File: src/rtl/alu_pkg.sv
// Shared opcode, FSM-state and helper definitions for the sequential RV32I ALU.
// Used by alu_seq and alu_shift_unit (see ALU_FAST_SHIFT_EN in those files).
package alu_pkg;

  localparam logic [3:0] OP_ADD  = 4'b0000;
  localparam logic [3:0] OP_SUB  = 4'b1000;
  localparam logic [3:0] OP_SLL  = 4'b0001;
  localparam logic [3:0] OP_SLT  = 4'b0010;
  localparam logic [3:0] OP_SLTU = 4'b0011;
  localparam logic [3:0] OP_XOR  = 4'b0100;
  localparam logic [3:0] OP_SRL  = 4'b0101;
  localparam logic [3:0] OP_SRA  = 4'b1101;
  localparam logic [3:0] OP_OR   = 4'b0110;
  localparam logic [3:0] OP_AND  = 4'b0111;

  typedef enum logic [1:0] {
    ST_IDLE  = 2'd0,
    ST_SHIFT = 2'd1,
    ST_DONE  = 2'd2
  } state_t;

  function automatic logic is_shift(input logic [3:0] op);
    return (op == OP_SLL) || (op == OP_SRL) || (op == OP_SRA);
  endfunction

endpackage

File: src/rtl/alu_shift_unit.sv
// Shift engine for alu_seq: iterative by default, combinational barrel shifter
// when ALU_FAST_SHIFT_EN is defined.
module alu_shift_unit
  import alu_pkg::*;
#(
  parameter int XLEN       = 32,
  parameter int SHIFT_STEP = 1
) (
`ifndef ALU_FAST_SHIFT_EN
  input  logic                     clk,
  input  logic                     rst_n,
  input  logic                     start,
  output logic                     done,
`endif
  input  logic [3:0]               op,
  input  logic [XLEN-1:0]          data,
  input  logic [$clog2(XLEN)-1:0]  shamt,
  output logic [XLEN-1:0]          result
);

`ifdef ALU_FAST_SHIFT_EN

  always_comb begin
    result = '0;
    case (op)
      OP_SLL:  result = data << shamt;
      OP_SRL:  result = data >> shamt;
      OP_SRA:  result = $signed(data) >>> shamt;
      default: result = '0;
    endcase
  end

`else

  localparam int SW = $clog2(XLEN);
  localparam logic [SW-1:0] STEP = SW'(SHIFT_STEP);

  logic [XLEN-1:0] data_q;
  logic [XLEN-1:0] data_next;
  logic [SW-1:0]   remaining_q;
  logic [SW-1:0]   step;
  logic            left_q;
  logic            arith_q;

  // The final partial step is clipped to whatever distance is still left.
  always_comb begin
    step = (remaining_q < STEP) ? remaining_q : STEP;
    if (left_q)
      data_next = data_q << step;
    else if (arith_q)
      data_next = $signed(data_q) >>> step;
    else
      data_next = data_q >> step;
  end

  assign result = data_next;
  assign done   = (remaining_q != '0) && (remaining_q <= STEP);

  always_ff @(posedge clk) begin
    if (!rst_n) begin
      data_q      <= '0;
      remaining_q <= '0;
      left_q      <= 1'b0;
      arith_q     <= 1'b0;
    end else if (start) begin
      data_q      <= data;
      remaining_q <= shamt;
      left_q      <= (op == OP_SLL);
      arith_q     <= (op == OP_SRA);
    end else if (remaining_q != '0) begin
      data_q      <= data_next;
      remaining_q <= remaining_q - step;
    end
  end

`endif

endmodule

File: src/rtl/alu_seq.sv
// Handshaked RV32I ALU with iterative shifts; define ALU_FAST_SHIFT_EN to make
// every op, shifts included, complete with latency 1 via a barrel shifter.
module alu_seq
  import alu_pkg::*;
#(
  parameter int XLEN       = 32,
  parameter int SHIFT_STEP = 1
) (
  input  logic            clk,
  input  logic            rst_n,
  input  logic            in_valid,
  output logic            in_ready,
  input  logic [XLEN-1:0] rs1,
  input  logic [XLEN-1:0] rs2,
  input  logic [3:0]      op,
  output logic            out_valid,
  input  logic            out_ready,
  output logic [XLEN-1:0] rd
);

  localparam int SW = $clog2(XLEN);

  state_t          state_q;
  state_t          state_d;
  logic [XLEN-1:0] rd_q;
  logic [XLEN-1:0] alu_result;
  logic [XLEN-1:0] shift_result;
  logic [SW-1:0]   shamt;
  logic            accept;
  logic            shift_start;
  logic            shift_done;

  assign shamt     = rs2[SW-1:0];
  assign in_ready  = (state_q == ST_IDLE);
  assign out_valid = (state_q == ST_DONE);
  assign accept    = in_valid && in_ready;
  assign rd        = rd_q;

`ifdef ALU_FAST_SHIFT_EN
  assign shift_start = 1'b0;
  assign shift_done  = 1'b0;

  alu_shift_unit #(.XLEN(XLEN), .SHIFT_STEP(SHIFT_STEP)) u_shift (
    .op     (op),
    .data   (rs1),
    .shamt  (shamt),
    .result (shift_result)
  );
`else
  // A zero-distance shift is just a copy of rs1, so it skips the SHIFT state.
  assign shift_start = accept && is_shift(op) && (shamt != '0);

  alu_shift_unit #(.XLEN(XLEN), .SHIFT_STEP(SHIFT_STEP)) u_shift (
    .clk    (clk),
    .rst_n  (rst_n),
    .start  (shift_start),
    .done   (shift_done),
    .op     (op),
    .data   (rs1),
    .shamt  (shamt),
    .result (shift_result)
  );
`endif

  always_comb begin
    alu_result = '0;
    case (op)
      OP_ADD:  alu_result = rs1 + rs2;
      OP_SUB:  alu_result = rs1 - rs2;
      OP_SLT:  alu_result = {{(XLEN-1){1'b0}}, ($signed(rs1) < $signed(rs2))};
      OP_SLTU: alu_result = {{(XLEN-1){1'b0}}, (rs1 < rs2)};
      OP_XOR:  alu_result = rs1 ^ rs2;
      OP_OR:   alu_result = rs1 | rs2;
      OP_AND:  alu_result = rs1 & rs2;
`ifdef ALU_FAST_SHIFT_EN
      OP_SLL, OP_SRL, OP_SRA: alu_result = shift_result;
`else
      OP_SLL, OP_SRL, OP_SRA: alu_result = rs1;
`endif
      default: alu_result = '0;
    endcase
  end

  always_comb begin
    state_d = state_q;
    case (state_q)
      ST_IDLE:  if (accept)     state_d = shift_start ? ST_SHIFT : ST_DONE;
      ST_SHIFT: if (shift_done) state_d = ST_DONE;
      ST_DONE:  if (out_ready)  state_d = ST_IDLE;
      default:  state_d = ST_IDLE;
    endcase
  end

  always_ff @(posedge clk) begin
    if (!rst_n) begin
      state_q <= ST_IDLE;
      rd_q    <= '0;
    end else begin
      state_q <= state_d;
      if (accept && !shift_start)
        rd_q <= alu_result;
      else if ((state_q == ST_SHIFT) && shift_done)
        rd_q <= shift_result;
    end
  end

endmodule
File: config.mk
export PLATFORM = sky130hd
export DESIGN_NAME = alu_seq
export DESIGN_NICKNAME = d
export VERILOG_FILES = /design/src/rtl/alu_pkg.sv /design/src/rtl/alu_shift_unit.sv /design/src/rtl/alu_seq.sv
export SDC_FILE = /design/constraint.sdc
export NUM_CORES = 1
export LEC_CHECK = 0
export BUFFER_PORTS_ARGS = -buffer_cell sky130_fd_sc_hd__buf_2
export CAP_MARGIN = 20
export CORE_MARGIN = 5
export CORE_UTILIZATION = 60
export DETAILED_ROUTE_END_ITERATION = 6
export GPL_TIMING_DRIVEN = 0
export PLACE_DENSITY = 0.82
export SYNTH_ARGS = -nofsm -noshare
export SYNTH_HDL_FRONTEND = slang
export SYNTH_SLANG_ARGS = --single-unit
File: constraint.sdc
create_clock -name clk -period 8 [get_ports clk]
set_input_delay 1.2 -clock clk [delete_from_list [all_inputs] [get_ports clk]]
set_output_delay 1.2 -clock clk [all_outputs]
set_load 0.02 [all_outputs]
==> results of run 1 <==
[area by class of cell]
type / count / area share
inverters: 97 / 0.0364
plain buffers: 90 / 0.0360
multi-input cells: 1016 / 0.672
well taps: 184 / 0.0230
repair buffers: 104 / 0.0520
clock inverters: 6 / 0.0116
clock buffers: 10 / 0.0229
flip-flops and latches: 73 / 0.146
[synthesized netlist by cell type, types with 6 or more instances]
cell type / number / area share
sky130_fd_sc_hd__o21ai_0: 143 / 0.080
sky130_fd_sc_hd__nand2_1: 133 / 0.056
sky130_fd_sc_hd__a21oi_1: 117 / 0.066
sky130_fd_sc_hd__ha_1: 104 / 0.15
sky130_fd_sc_hd__inv_1: 96 / 0.040
sky130_fd_sc_hd__nor2_1: 95 / 0.040
sky130_fd_sc_hd__dfxtp_1: 73 / 0.16
sky130_fd_sc_hd__clkbuf_1: 68 / 0.029
sky130_fd_sc_hd__mux2i_1: 33 / 0.037
sky130_fd_sc_hd__a21boi_0: 27 / 0.023
sky130_fd_sc_hd__a22oi_1: 25 / 0.021
sky130_fd_sc_hd__nor3_1: 23 / 0.013
sky130_fd_sc_hd__nand3_1: 21 / 0.012
sky130_fd_sc_hd__a221oi_1: 20 / 0.020
sky130_fd_sc_hd__nor2b_1: 19 / 0.013
sky130_fd_sc_hd__and2_1: 15 / 0.011
sky130_fd_sc_hd__a21o_1: 14 / 0.012
sky130_fd_sc_hd__a31oi_1: 14 / 0.0098
sky130_fd_sc_hd__nand4_1: 14 / 0.0098
sky130_fd_sc_hd__o21bai_1: 12 / 0.010
sky130_fd_sc_hd__o22ai_1: 12 / 0.0084
sky130_fd_sc_hd__buf_1: 11 / 0.0046
sky130_fd_sc_hd__nand2b_1: 11 / 0.0077
sky130_fd_sc_hd__o211ai_1: 11 / 0.0093
sky130_fd_sc_hd__a211oi_1: 9 / 0.0076
sky130_fd_sc_hd__buf_2: 9 / 0.0051
sky130_fd_sc_hd__o2111ai_1: 9 / 0.0088
sky130_fd_sc_hd__and3_1: 7 / 0.0049
sky130_fd_sc_hd__o221ai_1: 7 / 0.0069
sky130_fd_sc_hd__o31ai_1: 7 / 0.0059
sky130_fd_sc_hd__o21ai_1: 6 / 0.0034
sky130_fd_sc_hd__or3_1: 6 / 0.0042
[metrics by stage]
step / std cells / utilization
6_report: 1580 / 0.689
4_1_cts: 1579 / 0.688
3_5_place_dp: 1563 / 0.665
2_1_floorplan: 1276 / -
5_1_grt: 1580 / 0.689
3_3_place_gp: 1563 / 0.665
[worst max-delay path by stage]
stage          endpoint  slack (ps)  depth (start not counted)
5_1_grt          rd[23]        3390                         14
3_3_place_gp      rd[0]        3340                         15
2_1_floorplan    rd[30]        4180                         14
4_1_cts           rd[0]        3670                         15
6_report          rd[0]        3410                         15
3_5_place_dp      rd[0]        3350                         15
[registers in the layout, indices dropped and copies added, names as in the netlist]
signal,flops
u_shift.remaining_q,5
u_shift.left_q,1
rd,32
u_shift.data_q,32
state_q,2
u_shift.arith_q,1
[worst min-delay path, cell delays in order, from the launching register on]
cell                       delay (ps)
sky130_fd_sc_hd__dfxtp_1          310
sky130_fd_sc_hd__nand2_1           50
sky130_fd_sc_hd__a21boi_0          60
[where the power goes]
group          total (µW)  internal [µW]  switching, µW
clock network         482            307            175
registers             419            395           23.8
logic                 628            205            423
total                1530            907            622
[routing by layer]
metal | track usage | vias up
li1 | - | 4870
met1 | 0.507 | 4816
met2 | 0.573 | 861
met3 | 0.105 | 174
met4 | 0.156 | 2
met5 | 0 | -
[cell families (layout without fill, tap and decap cells)]
kind of cell               Yosys count  after routing  synth area share
buffers and inverters              187            307            0.0813
and+or+nand+nor                    373            373             0.198
AOI/OAI and AO/OA                  496            496             0.361
xor gates and xnor gates             6              6           0.00590
DFF                                 73             73             0.164
adders and majority gates          106            106             0.150
muxes                               35             35            0.0396
==> summary by stage, run 1 <==
Clocking
The buffer cell driving the clock tree root is sky130_fd_sc_hd__clkbuf_16. TritonCTS built the clock tree. The H-tree level count is 3. After clock tree synthesis, the clock-pin slew on the worst setup and hold paths is approximately 70 ps. The longest clock path from root to sink contains 2 buffers. Gates resized during post-CTS repair numbered 0.

TritonCTS created 9 clock buffers. The post-CTS setup buffer count is 0. The total number of clock tree sinks is 73. The later pin in the worst-skew pair is clocked with a latency of 350 ps.

Buffers inserted to repair hold after CTS numbered 0.

Synthesis
In this run the cell area of the synthesized design comes to a little under 9000 µm². The share of the Yosys chip area taken by registers is 0.164. The synthesized design contains 0 enable-type register cells.

The prevailing post-synth register cell is sky130_fd_sc_hd__dfxtp_1. Dividing the synthesized area by the synthesized cell count gives about 7 µm². The async set-reset flop share out of synthesis is 0.

The distinct cell type count after synthesis is between 80 and 90. The number of flip-flops and latches in the synthesized netlist is 73. For this run, the number of Yosys warnings is 0. The count of mapped cells out of synthesis is about 1.3k.

When the netlist entered floorplanning its net count stood at 1454.

Finish
The number of filler cells placed in the layout is 1324. Leaving out fill and tap cells, the most frequent cells in the layout are sky130_fd_sc_hd__o21ai_0 (143), sky130_fd_sc_hd__nand2_1 (133), sky130_fd_sc_hd__a21oi_1 (117). The final net count is ~1.6k. The fraction of final layout cells sized beyond drive strength 1 is 0.113. Across the whole layout, storage elements account for 1460 µm².

Relative to the synthesized area, the layout overhead comes to 12.3%. The cell area after layout is 10000 µm². The area occupied by multi-input gates is 6730 µm². The most frequent standard cell in the layout excluding fill and tap cells is sky130_fd_sc_hd__o21ai_0. The total inserted antenna cells is 0.

Job
Max-cap violations in this run came to 0.

Power
In this run the static leakage power is 0.00425 µW. For this design the ratio of total power to cell area is approximately 150 nW/µm². VDD sags by at most 0.129 mV. Overall power consumption after layout is estimated at between 1500 and 2000 µW.

Worst hold path
The worst min-delay path category is flip-flop to flip-flop. The worst hold path was traced through 2 stages. For hold timing, the worst endpoint is u_shift.arith_q. The worst hold path begins at u_shift.arith_q.

Setup path
The critical path is of the primary input to flip-flop type. The setup slack of the worst register-to-register path is 4850 ps. The destination of the worst register-to-register timing path is rd[23]. The startpoint identified for the worst register-to-register timing path is state_q[0]. Counting both buffers and inverters, the worst setup path holds a total of 3. The worst register-to-register path has a depth of 8. STA classifies the critical path startpoint as a primary input. The cell with the biggest individual delay on the critical path is sky130_fd_sc_hd__a2111oi_4. The signal on the critical path passes through buf_2, inv_1, ha_1, inv_1, fa_1, nand2b_1, a221oi_1, a211oi_2, a21oi_2, a2111oi_4, o211ai_2, a31oi_1, o2111ai_1, a31oi_1, o221a_1. Data arrives at the worst endpoint at about 4900 ps. For this run, the slowest stage of the critical path takes 550 ps. Data on the critical path is required at its endpoint by a little over 8000 ps. The maximum fanout along the worst path is 5. In this run the worst setup path begins at rs1[0].

The worst setup path is captured at a flip-flop. On the critical path the largest part of the delay comes from compound AO/OA/AOI/OAI gates.

STA
The post-route minimum period is between 4000 and 5000 ps. The worst hold-check slack is ~470 ps. Setup repair after global routing left no endpoint under its margin. The transition at the pin with the smallest max-transition slack is roughly 1100 ps. The highest clock rate is roughly 220 MHz. Between clock sinks in the finished design, the worst skew comes to approximately 10 ps.

In this run the tightest slew margin relative to its limit is 0.285. The final setup slack of the worst path is 3410 ps. The final sum of negative setup slack is 0 ps.

The final worst-path cycle share is 0.573. The count of final max-slew check failures is 0. The total of endpoints with negative setup slack in the final report is 0. The number of hold violations in the final report is 0.

Place
The count of buffers from port buffering is slightly above 100. Before CTS, the worst setup slack after placement is between 3000 and 4000 ps. After detailed placement, the total cell area comes to a little under 10000 µm². Once detailed placement completed, the half-perimeter wirelength came to 26.3 mm. The congestion estimate from routability-driven global placement came to around 1.0.

GRT
The initial antenna violation count came to 1. The overall fraction of global-route tracks in use is 0.379. The number of global-route vias before repair is ~10k. The largest net degree at the start of global routing is 14. The first global-routing pass estimated roughly 53 mm of wire.

The total overflow left after global routing is 0.

Route
The detail route stage leaves a number of antenna-violating nets equal to 0. In the final routed layout, each cell accounts on average for 22.0 µm. After detailed routing, the number of remaining DRC violations is 1. The routed wire length is 34.7 mm. The number of vias per cell is ~6.8.

The routed length on met3 is between 5 and 6 mm. After detailed routing, no signal wire sits above met5. The detailed router finished its first iteration with roughly 1.6k violations. In the final routing, the length of wire on met1 measures around 13 mm. The total via count in the routed design is 10.7k.

The met2 wire length is approximately 15 mm. Before antenna repair, the detailed router went through 7 iterations.

Floorplanning
The initial standard-cell utilization of the core is 0.613. The width of the chip is between 100 and 150 µm. The boundary pin count is between 100 and 150. The die covers about 17000 µm².

The core region is 14500 µm². From bottom edge to top edge, the die measures ~130 µm. The standard-cell row count is between 40 and 50.

Run status
The flow ran to the end, but the final reports show violations. The checks that failed: DRC.
Power figures use the tool's default switching activity.
==> run 2, diff against run 1 <==
--- a/config.mk
+++ b/config.mk
@@ -8,10 +8,10 @@
 export BUFFER_PORTS_ARGS = -buffer_cell sky130_fd_sc_hd__buf_2
 export CAP_MARGIN = 20
 export CORE_MARGIN = 5
-export CORE_UTILIZATION = 60
+export CORE_UTILIZATION = 55
 export DETAILED_ROUTE_END_ITERATION = 6
 export GPL_TIMING_DRIVEN = 0
-export PLACE_DENSITY = 0.82
+export PLACE_DENSITY = 0.79
 export SYNTH_ARGS = -nofsm -noshare
 export SYNTH_HDL_FRONTEND = slang
 export SYNTH_SLANG_ARGS = --single-unit
==> constraint.sdc (replaced) <==
create_clock -name clk -period 3.8 [get_ports clk]
set_input_delay 0.57 -clock clk [delete_from_list [all_inputs] [get_ports clk]]
set_output_delay 0.57 -clock clk [all_outputs]
set_load 0.02 [all_outputs]
==> run 2 against run 1 <==
Critical endpoint unchanged. Worst hold slack better by 5.3 ps. Highest routed layer is now met4. Register-to-register slack worse by 4100 ps. Clock power up 120%. Critical path type unchanged. Final cell count up 2.1%. Critical path depth unchanged. Die area up 8.4%. Non-clock buffer count up 1. The run now ends clean. Wire length up 1.5%. Via count down 0.34%. Worst setup slack worse by 3300 ps.
==> summary by stage, run 2 (synthesis results as in run 1) <==
Setup path
At the worst endpoint, the arrival time is ~4000 ps. The worst setup path is launched from a primary input. The maximum fanout along the worst path is 5. The count of buffer and inverter cells on the critical path is 3. The biggest cell delay along the critical path is 480 ps. The start-to-end type of the worst setup path is primary input to flip-flop. Traced cell by cell, the critical path runs through buf_2, inv_1, ha_1, inv_1, fa_1, nand2b_1, a221oi_1, a211oi_2, a21oi_2, a2111oi_4, o211ai_2, a31oi_2, o2111ai_1, a31oi_1, o221a_1.

On the critical path, the stage with the largest delay is an instance of sky130_fd_sc_hd__a2111oi_4. By instance count, the cell type seen most on the critical path is sky130_fd_sc_hd__inv_1. The data required time of the critical path is slightly above 4000 ps.

The nature of the critical path endpoint is a flip-flop. The family with the most delay on the worst path is compound AO/OA/AOI/OAI gates.

Power
The net switching power is ~1300 µW. The switching power as a share of total power is 0.398. Dividing total power by cell area gives a power density of between 300 and 400 nW/µm². The proportion of power drawn by the clock network is 0.330.

The part of the total power dissipated in combinational logic is 0.403. The sum of internal, switching and leakage power is 3290 µW. Of the total power, registers draw 0.268.

The maximum vdd ir drop is about 0.24 mV. Summed over all cells, the static leakage comes to 0.00427 µW. The internal power is a little under 2000 µW.

GRT
The total overflow left after global routing is 0. In the global route stage, overall resource usage came out at 0.365. The first global-routing pass estimated between 50 and 60 mm of wire. The initial antenna violation count is 0. The largest net degree at the start of global routing is 14.

The number of global-route vias before repair is ~9.9k.

STA
For the pin with the worst max-slew slack, the measured transition is slightly below 1000 ps. The post-route minimum period is 3730 ps. The total of endpoints with negative setup slack in the final report is 0.

The final worst-path cycle share is 0.980. Clock skew on the completed layout was measured at about 12 ps. Setup repair after global routing left no endpoint under its margin. Measured against its own limit, the worst slew margin works out to 0.337. The count of final max-slew check failures was 0. Derived from the worst setup path, the maximum achievable clock frequency is approximately 270 MHz. The number of hold violations in the final report is 0.

The final setup slack of the worst path is about 75 ps.

Clocking
The H-tree level count is 3. Clock tree synthesis found a total of 73 sinks. TritonCTS built the clock tree. The clock passes through at most 2 buffers. The buffer cell driving the clock tree root is sky130_fd_sc_hd__clkbuf_16.

The clock slew at the register clock pins of the worst setup and hold paths is ~60 ps. The number of buffers added by the clock tree synthesis step is 9. At the later pin of the worst-skew pair, clock insertion delay measures ~350 ps.

Floorplanning
From left edge to right edge, the die measures between 100 and 150 µm. The placeable core area is 15900 µm². The floorplan step defined a die boundary enclosing about 19000 µm². The initial utilization of the core area, before any placement, comes to 0.561. The vertical die dimension is 137 µm.

The floorplan has 46 rows. The boundary pin count is around 110.

Finish
The fraction of final layout cells sized beyond drive strength 1 is 0.115. The top cell types in the final layout, fill and taps aside, are sky130_fd_sc_hd__o21ai_0 (140), sky130_fd_sc_hd__nand2_1 (133), sky130_fd_sc_hd__a21oi_1 (117). The most frequent standard cell in the layout excluding fill and tap cells is sky130_fd_sc_hd__o21ai_0. The total inserted antenna cells is 0. For this run, the post-layout net count is 1570. The area growth from synthesis to layout is 13.2%.

Route
The routed layout has 10.7k vias. Before antenna repair, the detailed router went through 7 iterations. The residual DRC count is 0.

After the first detailed-routing iteration, the DRC count stood at 1241. The number of vias per cell is 6.63. The average routed wire per standard cell is ~22 µm.

The routed wire length is ~35 mm. The number of nets with antenna violations after routing is 0.

Place
The wire-length estimate of the detail-placed layout is between 20 and 30 mm. OpenSTA, run right after detailed placement, puts the worst setup slack at -237 ps. The final weighted congestion of routability-driven global placement is between 1 and 1.5.

Buffers placed on the I/O ports in this run total 103.

Job
The number of maximum-capacitance violations is 0.

Worst hold path
The worst min-delay path category is flip-flop to flip-flop.

Run status
The run finished with clean final reports.
==> run 2: worst paths after layout <==
kind,start,to,slack [ps],depth (start not counted)
max,rs1[0],rd[0],70,15
min,u_shift.arith_q,u_shift.arith_q,480,2
max reg2reg,u_shift.remaining_q[1],rd[31],710,9
min reg2reg,u_shift.arith_q,u_shift.arith_q,480,2
==> run 2: power by group through the flow <==
| stage | Clock [µW] | Combinational (µW) | Sequential [µW] |
|---|---|---|---|
| floorplan | 0 | 822 | 926 |
| global placement | 0 | 1240 | 894 |
| detailed placement | 0 | 1260 | 895 |
| CTS | 1070 | 1270 | 879 |
| global route | 1100 | 1430 | 888 |
| finish | 1080 | 1320 | 882 |
==> run 2: cell type report <==
type / instances / area [µm²]
clock buffers: 10 / 229
flip-flops and latches: 73 / 1460
plain buffers: 90 / 360
fillers: 1530 / 5790
repair buffers: 105 / 528
multi-input cells: 1016 / 6740
well taps: 216 / 270
inverters: 97 / 364
clock inverters: 6 / 138
==> run 2: metrics by stage <==
| step | std cells | instance area (µm²) | util | hold WS (ps) | TNS (ps) |
|---|---|---|---|---|---|
| 3_5_place_dp | 1595 | 9700 | 0.611 | 471 | -708 |
| 5_1_grt | 1613 | 10100 | 0.635 | 516 | 0 |
| 2_1_floorplan | 1276 | 8910 | - | 441 | 0 |
| 3_3_place_gp | 1595 | 9700 | 0.611 | 460 | -679 |
| 6_report | 1613 | 10100 | 0.635 | 477 | 0 |
| 4_1_cts | 1611 | 10100 | 0.634 | 478 | 0 |
==> run 2: timing repair <==
item	4_1_cts	5_1_grt
setup buffers	0	1
gates resized for setup	0	5
hold buffers	0	0
endpoints found under the setup margin	0	6
==> run 2: worst min-delay path, stage by stage (launching register included) <==
cell                       delay [ps]
sky130_fd_sc_hd__dfxtp_1          320
sky130_fd_sc_hd__nand2_1           50
sky130_fd_sc_hd__a21boi_0          60
==> run 2: layer usage <==
layer  up-vias  track usage  part of all wire
li1       4847            -                 -
met1      4971        0.482              0.39
met2       731        0.559              0.43
met3       138       0.0888              0.13
met4         0        0.171             0.047
met5         -            0                 0
